### src/rtl/mem_arb_pkg.sv
// Shared types and default parameters for the two-requester memory port arbiter.
package mem_arb_pkg;
  typedef enum logic {IDLE, BUSY} state_t;
  typedef enum logic {OWN_F, OWN_D} owner_t;

  localparam int DEF_ADDR_W     = 32;
  localparam int DEF_DATA_W     = 32;
  localparam int DEF_MEM_LAT    = 2;
  localparam int DEF_MAX_STARVE = 4;
endpackage

### src/rtl/arb_pick.sv
// Winner selection: data wins unless fetch has lost MAX_STARVE arbitrations in a row.
module arb_pick
  import mem_arb_pkg::*;
#(
  parameter int MAX_STARVE = DEF_MAX_STARVE,
  parameter int SW         = $clog2(MAX_STARVE + 1)
) (
  input  logic          f_req,
  input  logic          d_req,
  input  logic [SW-1:0] starve_cnt,
  output owner_t        winner
);
  logic f_forced;

  assign f_forced = f_req && (starve_cnt == SW'(MAX_STARVE));

  always_comb begin
    winner = OWN_F;
    if (d_req && !f_forced) winner = OWN_D;
  end
endmodule

### src/rtl/mem_port_arbiter.sv
// Shares one fixed-latency memory between fetch (read-only) and data (read/write) requesters.
module mem_port_arbiter
  import mem_arb_pkg::*;
#(
  parameter int ADDR_W     = DEF_ADDR_W,
  parameter int DATA_W     = DEF_DATA_W,
  parameter int MEM_LAT    = DEF_MEM_LAT,
  parameter int MAX_STARVE = DEF_MAX_STARVE
) (
  input  logic                clk,
  input  logic                rst,
  input  logic                f_req,
  input  logic [ADDR_W-1:0]   f_addr,
  output logic                f_gnt,
  output logic                f_rvalid,
  output logic [DATA_W-1:0]   f_rdata,
  input  logic                d_req,
  input  logic                d_we,
  input  logic [ADDR_W-1:0]   d_addr,
  input  logic [DATA_W-1:0]   d_wdata,
  input  logic [DATA_W/8-1:0] d_wmask,
  output logic                d_gnt,
  output logic                d_rvalid,
  output logic [DATA_W-1:0]   d_rdata,
  output logic                mem_en,
  output logic                mem_we,
  output logic [ADDR_W-1:0]   mem_addr,
  output logic [DATA_W-1:0]   mem_wdata,
  output logic [DATA_W/8-1:0] mem_wmask,
  input  logic [DATA_W-1:0]   mem_rdata,
  output logic                stall
);
  localparam int LW = $clog2(MEM_LAT + 1);
  localparam int SW = $clog2(MAX_STARVE + 1);

  state_t        state, state_nxt;
  owner_t        owner, owner_nxt, winner;
  logic          owner_we, owner_we_nxt;
  logic [LW-1:0] lat_cnt, lat_nxt;
  logic [SW-1:0] starve_cnt, starve_nxt;
  logic          resp, grant;

  arb_pick #(.MAX_STARVE(MAX_STARVE), .SW(SW)) u_pick (
    .f_req      (f_req),
    .d_req      (d_req),
    .starve_cnt (starve_cnt),
    .winner     (winner)
  );

  // The response cycle doubles as an idle cycle so back-to-back grants lose no throughput.
  assign resp  = (state == BUSY) && (lat_cnt == LW'(1));
  assign grant = !rst && ((state == IDLE) || resp) && (f_req || d_req);

  always_ff @(posedge clk or posedge rst) begin
    if (rst) begin
      state      <= IDLE;
      owner      <= OWN_F;
      owner_we   <= 1'b0;
      lat_cnt    <= '0;
      starve_cnt <= '0;
    end else begin
      state      <= state_nxt;
      owner      <= owner_nxt;
      owner_we   <= owner_we_nxt;
      lat_cnt    <= lat_nxt;
      starve_cnt <= starve_nxt;
    end
  end

  always_comb begin
    state_nxt    = state;
    owner_nxt    = owner;
    owner_we_nxt = owner_we;
    lat_nxt      = lat_cnt;
    starve_nxt   = starve_cnt;
    f_gnt        = 1'b0;
    d_gnt        = 1'b0;
    f_rvalid     = 1'b0;
    d_rvalid     = 1'b0;
    f_rdata      = '0;
    d_rdata      = '0;
    mem_en       = 1'b0;
    mem_we       = 1'b0;
    mem_addr     = '0;
    mem_wdata    = '0;
    mem_wmask    = '0;

    if (state == BUSY) begin
      lat_nxt = lat_cnt - LW'(1);
      if (resp) state_nxt = IDLE;
    end

    if (resp) begin
      if (owner == OWN_F) begin
        f_rvalid = 1'b1;
        f_rdata  = mem_rdata;
      end else begin
        d_rvalid = 1'b1;
        d_rdata  = owner_we ? '0 : mem_rdata;
      end
    end

    if (grant) begin
      state_nxt = BUSY;
      lat_nxt   = LW'(MEM_LAT);
      owner_nxt = winner;
      mem_en    = 1'b1;
      if (winner == OWN_D) begin
        d_gnt        = 1'b1;
        mem_we       = d_we;
        mem_addr     = d_addr;
        mem_wdata    = d_wdata;
        mem_wmask    = d_wmask;
        owner_we_nxt = d_we;
        if (f_req && (starve_cnt != SW'(MAX_STARVE))) starve_nxt = starve_cnt + SW'(1);
      end else begin
        f_gnt        = 1'b1;
        mem_addr     = f_addr;
        owner_we_nxt = 1'b0;
        starve_nxt   = '0;
      end
    end
  end

  assign stall = !rst && (((state == BUSY) && !resp) || ((f_req || d_req) && !(f_gnt || d_gnt)));
endmodule

### config.mk
export PLATFORM = sky130hd
export DESIGN_NAME = mem_port_arbiter
export DESIGN_NICKNAME = d
export VERILOG_FILES = /design/src/rtl/mem_arb_pkg.sv /design/src/rtl/arb_pick.sv /design/src/rtl/mem_port_arbiter.sv
export SDC_FILE = /design/constraint.sdc
export NUM_CORES = 1
export LEC_CHECK = 0
export ABC_CLOCK_PERIOD_IN_PS = 2300
export BUFFER_PORTS_ARGS = -buffer_cell sky130_fd_sc_hd__buf_4
export CAP_MARGIN = 10
export CORE_AREA = 3 3 107 109
export CTS_CLUSTER_SIZE = 25
export DETAILED_ROUTE_END_ITERATION = 6
export DIE_AREA = 0 0 110 112
export GPL_ROUTABILITY_DRIVEN = 0
export SLEW_MARGIN = 30
export SYNTH_ARGS = -nofsm -noshare
export SYNTH_HDL_FRONTEND = slang
export SYNTH_SLANG_ARGS = --single-unit
### constraint.sdc
create_clock -name clk -period 2.3 [get_ports clk]
set_input_delay 0.46 -clock clk [delete_from_list [all_inputs] [get_ports clk]]
set_output_delay 0.46 -clock clk [all_outputs]
set_load 0.02 [all_outputs]
# Word level (Yosys, flattened, before mapping)
# Cells that the tools add are included.
# Widths: inputs -> output; s select.
[op_classes]
n_addsub = 2
n_reduce_logical = 19
bitwise_logic = 1
n_mux = 30
n_eq_ne = 4
[ops]
columns = ["op", "count"]
rows = [
  ["$mux 32", 9],
  ["$mux 1", 15],
  ["$logic_and 1x1->1", 9],
  ["$mux 4", 2],
  ["$mux 3", 2],
  ["$logic_not 1->1", 4],
  ["$logic_or 1x1->1", 4],
  ["$mux 2", 2],
  ["$add 3x1->3 const B", 1],
  ["$eq 3x3->1 const B", 1],
  ["$ne 3x3->1 const B", 1],
  ["$eq 2x1->1 const B", 1],
  ["$ne 2x1->1 const B", 1],
  ["$reduce_and 2->1", 1],
  ["$reduce_bool 2->1", 1],
  ["$sub 2x1->2 const B", 1],
  ["$not 1->1", 1],
]
[totals]
inputBits = 137
ff_bits = 8
word_cells = 61
output_inout_bits = 139

# Longest topological paths before layout
# Gate-level depths: netlist of the first run.
[depth]
depth_word = 12
mapped_depth = 7
ltp_nobuf = 6

# Cells and area by module
# A second synthesis of the first run with hierarchy kept.
[hier_totals]
hier_cells = 200
hier_area_um2 = 1490.2
[by_module_without_submodules]
columns = ["module", "seq_area_each_um2", "cells_per_inst", "area_per_inst_um2", "instances"]
rows = [
  ["mem_port_arbiter", 200.2, 198, 1477.7, 1],
  ["arb_pick", 0.0, 2, 12.5, 1],
]

# Least setup slack after synthesis of the first run
# Ideal clock, no wire load.
[synth_path]
path_kind = "reg-to-output"
start = "reg starve_cnt[0]"
end = "out f_gnt"
required_ps = 1840
stages_incl_launch_ff = 8
slack_ps = 311
t_arrival_ps = 1529
path_cell_list = "dfrtp_1 inv_1 ha_1 nand3_4 and2_1 buf_6 buf_2 nor2_1"
[synth_between]
elab_chain_len = 7
[synth_lines]
columns = ["element", "line", "text"]
rows = [
  ["start: declaration", "mem_port_arbiter.sv:40", "logic [SW-1:0] starve_cnt, starve_nxt;"],
  ["start signal: assignment", "mem_port_arbiter.sv:66", "starve_cnt <= starve_nxt;"],
  ["$eq 3x3->1", "arb_pick.sv:15", "assign f_forced = f_req && (starve_cnt == SW'(MAX_STARVE));"],
  ["$logic_and 1x1->1", "arb_pick.sv:15", ""],
  ["$logic_not 1->1", "arb_pick.sv:19", "if (d_req && !f_forced) winner = OWN_D;"],
  ["$logic_and 1x1->1", "arb_pick.sv:19", ""],
  ["$mux 1", "arb_pick.sv:19", ""],
  ["$mux 1", "mem_port_arbiter.sv:108", "if (winner == OWN_D) begin"],
  ["$mux 1", "mem_port_arbiter.sv:103", "if (grant) begin"],
  ["end: declaration", "mem_port_arbiter.sv:14", "output logic f_gnt,"],
]
# Every way passes these cells.

# Final worst setup path of the first run
[layout_path]
start = "reg starve_cnt[1]"
end = "out mem_addr[11]"
[layout_between]
elab_chain_len = 7
[layout_lines]
columns = ["element", "line", "text"]
rows = [
  ["$eq 3x3->1", "arb_pick.sv:15", ""],
  ["$logic_and 1x1->1", "arb_pick.sv:15", ""],
  ["$logic_not 1->1", "arb_pick.sv:19", ""],
  ["$logic_and 1x1->1", "arb_pick.sv:19", ""],
  ["$mux 1", "arb_pick.sv:19", ""],
  ["$mux 32", "mem_port_arbiter.sv:108", ""],
  ["$mux 32", "mem_port_arbiter.sv:103", ""],
  ["end: declaration", "mem_port_arbiter.sv:27", "output logic [ADDR_W-1:0] mem_addr,"],
]
# Every way passes these cells.

==> metrics.cfg, run 1 <==
[run_status]
status=finished with violations
violations=negative setup slack

[global_routing]
grt-ovfl-total=0
grt_first_pass_wirelength_um=17200
grt_max_degree=38
grt_pass1_vias=3335
antenna_found_initial=0
gr-usage-all-layers_pct=17.5

[timing]
skew_ns=0.00207
rsz0062_at_grt=true
hold_viol_final=0
maxSlewViolCount=0
tightest_slew_ns=0.450
fmax_ghz=0.428
fin_crit_ns=2.34
setup_tns_ns=-0.235
setup_viol=13
slew-limit-headroom_pct=69.7
setup_ws_ns=-0.0379
fin_crit_sh_pct=102
holdWs_ns=0.496

[setup_path]
crit_cells=8
cp_common_cell=buf_12
worstPathRequired_ns=1.84
r2r_end=owner_we
rr_startpoint=lat_cnt[0]
end_kind=output port
reg2reg_depth=8
worst-path-buf-inv=4
cpLargestDelayFamily=buffers and inverters
critPathArrivalTime_ns=1.88
worst_path_max_delay_cell=dfrtp_1
cp_max_fo=8
path_class=flop to output port
cp_slowest_stage_delay_ns=0.38
cp-start-kind=flop
r2r_slack_ns=0.59
cp_cell_sequence=inv_2 -> ha_4 -> nand3_4 -> buf_12 -> buf_12 -> a2111oi_4 -> a31o_1 -> buf_6

[die]
die_h_um=112
die_x_um=110
die_area_um2=12300
num_io_pins=276
num_rows=38
start_util_pct=21.9
fp.coreArea_um2=10700

[placed_design]
io_buffers=275
dpl.hpwl_um=8710
place_ws_ns=-0.0155

[route]
highest_layer=met4
drt-wirelength-per-cell_um=17.1
route.met3.wl_um=914
vias_per_cell=4.73
ant_nets=0
met2_length_um=6700
wirelength_um=12200
vias=3366
drt_iter0_drc=99
firstDrtPassIters=4
drc=0
wl_met1_um=4370

[logic_synthesis]
async_flop_share_pct=100
avgSynthCellArea_um2=8.13
yosys_warnings=0
ys.flop_type=dfrtp_1
synth_commonest_cells=and2_1, and3_1, o21ai_0
ys_seq_area_share_pct=8.55
synth-edff-count=0
syn_area_um2=2340
synth_nets=428
syn_inst=288
synth_top_family_by_area=compound AO/OA/AOI/OAI gates
yosysMostFrequentCell=and2_1
synth-seq-cells=8
synth_cell_types=39
synth_xor_area_share_pct=0.374
synth_area_leaders=a2111oi_2, and2_1, a31o_1
synth_simple_gate_area_share_pct=33.6
muxShareOfSynthArea_pct=0
yosysTopAreaCellShare_pct=17.9
synth_top_cell_by_area=a2111oi_2
synth_compound_area_share_pct=41.8
synth_fa_ha_area_share_pct=1.60

[final_layout]
nets=713
drive_gt1_share_pct=65.1
syn2layout_area_growth_pct=124
antenna_cells=0

[pwr]
powerDensity_nw_per_um2=691
peakVddDrop_mv=0.411
power.share.sequential_pct=7.3
p_clk_share_pct=4.6
p_sw_share_pct=47.9
leakage_nw=2.55
power.total_mw=3.63
power.internal_mw=1.89
switchingPower_mw=1.74
pwr-share-comb_pct=88.1

[min_path]
min_path_cells=2
whs_endpoint=owner_we
holdCritPathClass=input port to flop
holdCritStartpoint=d_we

[clock_tree]
clockBufferDepth=2
tritoncts=done
clkSinkCount=8
numCtsBuffers=3
hold_buffers=0
cts-root-buf=clkbuf_8
path_clk_slew_ns=0.04
htreeDepth=1
clk_latency_ns=0.23

[run]
cap_violations=0

[cell type report]
type / count / area, um2
fill: 994 / 5440
timing repair buffer: 318 / 2680
multi-input combinational: 237 / 2140
sequential: 8 / 200
tap: 140 / 175
clock buffer: 3 / 41.3
inverter: 5 / 18.8
[stage by stage]
step / instances / utilization, % / instance area [um2]
5_1_grt: 711 / 49.1 / 5260
4_1_cts: 699 / 47.5 / 5080
3_3_place_gp: 677 / 41.6 / 4450
3_5_place_dp: 677 / 41.6 / 4450
6_report: 711 / 49.1 / 5260
2_1_floorplan: 288 / - / 2340
[placed cells by master (no fill, tap or decap), drive strengths merged]
| cell type | n |
|---|---|
| a2111oi | 32 |
| a21oi | 1 |
| a22o | 1 |
| a31o | 32 |
| a32o | 1 |
| a41o | 1 |
| and2 | 66 |
| and2b | 1 |
| and3 | 38 |
| buf | 316 |
| clkbuf | 5 |
| dfrtp | 8 |
| ha | 3 |
| inv | 5 |
| nand2 | 3 |
| nand2b | 2 |
| nand3 | 2 |
| nand4 | 2 |
| nor2 | 10 |
| nor2b | 2 |
| nor3b | 1 |
| o211ai | 1 |
| o21ai | 35 |
| o31ai | 1 |
| or2 | 1 |
| xnor2 | 1 |
[state kept, by name, indices dropped and copies added, names as in the netlist]
register	flops
lat_cnt	2
owner	1
owner_we	1
starve_cnt	3
state	1
[power by group through the flow]
stage	combinational [mW]	sequential, mW	clock (mW)
final	3.20	0.266	0.166
after CTS	2.88	0.267	0.173
after global placement	2.20	0.261	0
after global routing	3.39	0.276	0.185
after floorplan	1.57	0.248	0
after detailed placement	2.24	0.264	0
[cell families after synthesis]
| logic type | count (synthesis) |
|---|---|
| AND/OR/NAND/NOR | 123 |
| AO/OA/AOI/OAI | 105 |
| buffers and inverters | 48 |
| flip-flops | 8 |
| adder cells (fa/ha/maj) | 3 |
| XOR/XNOR | 1 |
[what timing repair did]
action | 4_1_cts | 5_1_grt
setup buffers | 16 | 8
gates cloned | 4 | 5
pin swaps | 13 | 10
resized for setup | 59 | 8
endpoints found under the setup margin | 102 | 57
[how the worst max path moves through the flow]
stage	slack, ns	from	to
floorplan	0.31	starve_cnt[0]	f_gnt
global placement	0.06	starve_cnt[0]	mem_addr[31]
detailed placement	-0.02	lat_cnt[1]	d_rdata[13]
CTS	-0.09	starve_cnt[1]	mem_addr[1]
global route	-0.15	starve_cnt[1]	mem_addr[6]
finish	-0.04	starve_cnt[1]	mem_addr[11]
[metal layers]
layer | global-route usage [%] | vias to the layer above
met5 | 0 | -
met4 | 3.99 | 0
met1 | 19.8 | 1541
li1 | - | 1662
met2 | 32.8 | 149
met3 | 3.65 | 14
Power figures use the tool's default switching activity.
==> run 2: changes to the inputs <==
SETUP_SLACK_MARGIN = 0.5   (was not set)
==> run 2 against run 1 <==
The flow still finishes with violations (negative setup slack); global-route usage increased by 2.2 points; total power is 16% higher; highest routed layer unchanged; first-iteration DRC count up 60%; largest power group unchanged; fmax shrank 0.20%; cell area grew 24%.
==> metrics.cfg, run 2 (synthesis results as in run 1) <==
[timing]
fin_crit_ns=2.34  ; +0.00471 ns
setup_viol=46  ; +33
fmax_ghz=0.427  ; -0.20%
tightest_slew_ns=0.542  ; +0.0921 ns
maxSlewViolCount=0  ; unchanged
hold_viol_final=0  ; unchanged
slew-limit-headroom_pct=63.8  ; -5.8 points
rsz0062_at_grt=true
fin_crit_sh_pct=102  ; +0.20 points
skew_ns=0.00472  ; +0.00265 ns
setup_ws_ns=-0.0426  ; -0.00471 ns

[global_routing]
grt-ovfl-total=0  ; unchanged
grt_max_degree=41  ; +7.9%
grt_first_pass_wirelength_um=19200  ; +11%
antenna_found_initial=1  ; +1
gr-usage-all-layers_pct=19.6  ; +2.2 points
grt_pass1_vias=3575  ; +7.2%

[run_status]
status=finished with violations
violations=negative setup slack

[placed_design]
placedCellCount=682  ; +0.74%
io_buffers=275  ; unchanged
dpl.hpwl_um=8920  ; +2.4%

[route]
drt-wirelength-per-cell_um=19.0  ; +11%
ant_nets=0  ; unchanged
drt_iter0_drc=158  ; +60%
drc=0  ; unchanged
firstDrtPassIters=4  ; unchanged
vias_per_cell=4.87  ; +2.9%
wirelength_um=13800  ; +14%
vias=3547  ; +5.4%

[setup_path]
cp_slowest_stage_delay_ns=0.38  ; about the same
cp_max_fo=10  ; +2
cp-start-kind=flop
cp_cell_sequence=inv_2 -> ha_4 -> nand3_4 -> buf_12 -> and2_4 -> clkbuf_16 -> a31o_1 -> buf_6
worst_path_max_delay_cell=dfrtp_1
end_kind=output port
critPathArrivalTime_ns=1.88  ; about the same
path_class=flop to output port
worstPathRequired_ns=1.84  ; about the same

[clock_tree]
clk_latency_ns=0.23  ; about the same
numCtsBuffers=3  ; unchanged
path_clk_slew_ns=0.04  ; about the same
tritoncts=done
htreeDepth=1  ; unchanged
clkSinkCount=8  ; unchanged
cts-root-buf=clkbuf_8
clockBufferDepth=2  ; unchanged
hold_buffers=0  ; unchanged

[final_layout]
regMostFlops=starve_cnt
final_cells=728  ; +2.4%
largest_reg_flops=3  ; unchanged
drive_gt1_share_pct=85.2  ; +20 points
layout_common_cells=buf_4, buf_6, and2_4
syn2layout_area_growth_pct=178
reg_top3=starve_cnt x3, lat_cnt x2
nets=729  ; +2.2%
final_common_cell=buf_4

[die]
die_area_um2=12300  ; unchanged
num_io_pins=276  ; unchanged
die_h_um=112  ; unchanged
num_rows=38  ; unchanged
start_util_pct=21.9  ; unchanged
fp.coreArea_um2=10700  ; unchanged
die_x_um=110  ; unchanged

[min_path]
holdCritPathClass=input port to flop

[pwr]
peakVddDrop_mv=0.385  ; -6.2%
powerDensity_nw_per_um2=650  ; -5.9%
power.total_mw=4.23  ; +16%
leakage_nw=2.83  ; +11%

[run]
cap_violations=0  ; unchanged

run 2: layer usage:
metal	share of wire [%]	global-route usage [%]
met1	36	20.8
met5	0	0
met2	55	38.6
met3	7.6	3.42
met4	1.8	5.07
run 2: worst max-delay path: cells and delay by family (launching register included):
kind                       cells  cell delay (ns)
DFF                            1             0.38
buffers and inverters          4             0.57
adders and majority gates      1             0.15
AOI/OAI and AO/OA              1             0.22
and+or+nand+nor                2             0.32
run 2: final cells by class:
| type | count | area [um2] |
|---|---|---|
| Fill cell | 849 | 4200 |
| Tap cell | 140 | 175 |
| Antenna cell | 1 | 2.50 |
| Multi-Input combinational cell | 238 | 2730 |
| Timing Repair Buffer | 333 | 3340 |
| Sequential cell | 8 | 200 |
| Clock buffer | 3 | 41.3 |
| Inverter | 5 | 18.8 |
run 2: power breakdown:
| group | switching (mW) | internal, mW | leakage (nW) |
|---|---|---|---|
| combinational | 1.84 | 1.95 | 2.71 |
| sequential | 0.0578 | 0.207 | 0.0995 |
| clock | 0.0549 | 0.113 | 0.0216 |
run 2: worst paths after layout:
kind | start | slack, ns | cells after the start | to
worst min register to register | starve_cnt[2] | 0.55 | 1 | starve_cnt[2]
max in group asynchronous | rst | 1.55 | 4 | lat_cnt[0]
worst max register to register | starve_cnt[1] | 0.40 | 9 | owner_we
worst max-delay path | starve_cnt[1] | -0.04 | 8 | mem_addr[9]
worst min-delay path | d_we | 0.51 | 2 | owner_we
min in group asynchronous | rst | 0.62 | 4 | starve_cnt[1]
run 2: stage by stage:
| stage | worst slack (ns) | instance area [um2] | util [%] | TNS [ns] | hold WS (ns) |
|---|---|---|---|---|---|
| floorplan | 0.347 | 2720 | - | 0 | 0.456 |
| global placement | 0.0558 | 4810 | 45.0 | 0 | 0.503 |
| detailed placement | -0.0236 | 4810 | 45.0 | -0.321 | 0.506 |
| CTS | -0.0308 | 6110 | 57.1 | -0.229 | 0.506 |
| global route | -0.107 | 6500 | 60.8 | -4.79 | 0.524 |
| finish | -0.0426 | 6500 | 60.8 | -0.611 | 0.512 |
run 2: timing repair:
| item | 4_1_cts | 5_1_grt |
|---|---|---|
| endpoints found under the setup margin | 141 | 139 |
| gates cloned | 12 | 6 |
| pin swaps | 44 | 58 |
| gates resized for setup | 204 | 62 |
| buffers inserted | 20 | 4 |
==> run 3: changes to the inputs <==
--- a/config.mk
+++ b/config.mk
@@ -15,5 +15,5 @@
 export GPL_ROUTABILITY_DRIVEN = 0
 export SETUP_SLACK_MARGIN = 0.5
-export SLEW_MARGIN = 30
+export SLEW_MARGIN = 10
 export SYNTH_ARGS = -nofsm -noshare
 export SYNTH_HDL_FRONTEND = slang
==> constraint.sdc (replaced) <==
create_clock -name clk -period 2.3 [get_ports clk]
set_input_delay 0 -clock clk [delete_from_list [all_inputs] [get_ports clk]]
set_output_delay 0 -clock clk [all_outputs]
set_load 0.02 [all_outputs]
==> run 3 against run 2 <==
The run now ends clean; combinational power fell by 14%; critical path depth did not move; setup slack improved by 0.45 ns; highest routed layer unchanged; utilization fell by 9.0 points; largest cell class unchanged; cell count fell by 3.2%; clock skew barely moved; sequential power barely moved; clock-buffer cell count did not move; die area did not move.
==> metrics.cfg, run 3 (synthesis results as in run 1) <==
[pwr]
powerDensity_nw_per_um2=670  ; +3.0%
pwr-share-comb_pct=88.2  ; -1.6 points
p_clk_share_pct=4.7  ; +0.7 points
power.internal_mw=1.91  ; -16%
power.share.sequential_pct=7.1  ; +0.8 points
peakVddDrop_mv=0.496  ; +29%
leakage_nw=2.58  ; -8.7%
switchingPower_mw=1.80  ; -7.9%
power.total_mw=3.71  ; -12%
p_sw_share_pct=48.5  ; +2.3 points

[placed_design]
dpl.hpwl_um=8440  ; -5.4%
place_ws_ns=0.434  ; +0.457 ns
io_buffers=275  ; unchanged
dpl_cell_area_um2=4340  ; -9.9%

[final_layout]
antenna_cells=0  ; -1
final_common_cell=buf_4
reg_top3=starve_cnt x3, lat_cnt x2
syn2layout_area_growth_pct=136
nets=707  ; -3.0%
layout_common_cells=buf_4, and2_1, buf_6
final_area_um2=5540  ; -15%
fin_util_pct=51.8  ; -9.0 points
drive_gt1_share_pct=65.5  ; -20 points
regMostFlops=starve_cnt
largest_reg_flops=3  ; unchanged

[die]
die_h_um=112  ; unchanged
die_area_um2=12300  ; unchanged
num_io_pins=276  ; unchanged
fp.coreArea_um2=10700  ; unchanged
start_util_pct=21.9  ; unchanged
die_x_um=110  ; unchanged
num_rows=38  ; unchanged

[timing]
setup_ws_ns=0.403  ; +0.445 ns
hold_viol_final=0  ; unchanged
rsz0062_at_grt=true
slew-limit-headroom_pct=47.3  ; -17 points
fin_crit_sh_pct=82.5  ; -19 points
fin_crit_ns=1.90  ; -0.445 ns
setup_viol=0  ; -100%
skew_ns=0.00455  ; -0.000175 ns
tightest_slew_ns=0.790  ; +0.248 ns
setup_tns_ns=0  ; +0.611 ns
maxSlewViolCount=0  ; unchanged
fmax_ghz=0.527  ; +23%

[setup_path]
cp-start-kind=flop
worstPathRequired_ns=2.30  ; +0.46 ns
end_kind=output port
critPathArrivalTime_ns=1.90  ; +0.02 ns
path_class=flop to output port
cp_max_fo=8  ; -2

[route]
vias=3379  ; -4.7%
ant_nets=0  ; unchanged
wirelength_um=12800  ; -7.7%
vias_per_cell=4.79  ; -1.6%
drt_iter0_drc=139  ; -12%
drt-wirelength-per-cell_um=18.1  ; -4.7%
drc=0  ; unchanged
firstDrtPassIters=4  ; unchanged

[run]
cap_violations=0  ; unchanged

[global_routing]
grt_first_pass_wirelength_um=18300  ; -4.8%
antenna_found_initial=0  ; -1
grt_max_degree=41  ; unchanged
gr-usage-all-layers_pct=18.5  ; -1.1 points
grt-ovfl-total=0  ; unchanged
grt_pass1_vias=3399  ; -4.9%

[clock_tree]
tritoncts=done
clockBufferDepth=2  ; unchanged
numCtsBuffers=3  ; unchanged
cts-root-buf=clkbuf_8
clk_latency_ns=0.23  ; about the same
path_clk_slew_ns=0.04  ; about the same
clkSinkCount=8  ; unchanged
htreeDepth=1  ; unchanged
hold_buffers=0  ; unchanged

[run_status]
status=completed

[min_path]
holdCritPathClass=input port to asynchronous set/reset pin

-- run 3: changes by cell type in the layout (fill, tap and decap cells not counted), moves of 2 or more --
cell | before | now
a31o_1 | 26 | 30
a31o_2 | 2 | 0
a31o_4 | 4 | 2
and2_1 | 0 | 65
and2_4 | 66 | 2
and2b_4 | 4 | 1
and3_1 | 0 | 34
and3_4 | 37 | 3
buf_12 | 10 | 8
buf_16 | 1 | 5
buf_4 | 159 | 256
buf_6 | 157 | 39
nor2_1 | 1 | 4
nor2_4 | 6 | 3
-- run 3: power groups by stage --
stage / combinational (mW) / sequential [mW] / clock [mW]
2_1_floorplan: 1.57 / 0.248 / 0
3_3_place_gp: 2.17 / 0.260 / 0
3_5_place_dp: 2.19 / 0.261 / 0
4_1_cts: 3.05 / 0.261 / 0.175
5_1_grt: 3.47 / 0.275 / 0.188
6_report: 3.27 / 0.265 / 0.174
-- run 3: layer usage --
metal	share of wire [%]	vias to the layer above	global-route usage, %
met5	0	-	0
met4	1.3	0	3.24
met3	7.6	19	4.06
met2	53	142	34.2
met1	38	1578	21.7
li1	-	1640	-
-- run 3: final cells by class --
type | instances | area (um2)
flip-flops and latches | 8 | 200
multi-input cells | 236 | 2330
well taps | 140 | 175
clock buffers | 3 | 41.3
repair buffers | 313 | 2770
inverters | 5 | 18.8
fillers | 996 | 5160
-- run 3: metrics by stage --
step / std cells / hold slack [ns]
finish: 705 / 0.0257
global route: 705 / 0.0291
CTS: 696 / 0.0351
detailed placement: 667 / 0.268
global placement: 667 / 0.258
floorplan: 288 / -0.00402
-- run 3: worst paths after layout --
check / from / to / slack, ns / depth (start not counted)
min reg2reg: owner_we / owner_we / 0.49 / 1
max reg2reg: starve_cnt[1] / owner_we / 0.65 / 7
max in group asynchronous: rst / owner_we / 2.00 / 2
max: starve_cnt[1] / mem_addr[21] / 0.40 / 8
min in group clk: d_we / owner_we / 0.03 / 2
min: rst / lat_cnt[0] / 0.03 / 2
-- run 3: worst max-delay path, cell delays in order, from the launching register on --
cell       delay (ns)
dfrtp_1          0.38
inv_2            0.09
ha_4             0.15
nand3_4          0.10
buf_6            0.16
buf_16           0.16
a2111oi_4        0.35
a31o_1           0.14
buf_4            0.13
-- run 3: timing repair --
action | in CTS | in global routing
pin swaps | 37 | 16
buffers inserted | 17 | 5
resized for setup | 96 | 11
endpoints found under the setup margin | 103 | 104
endpoints found under the hold margin | 0 | 0
gates cloned | 9 | 4
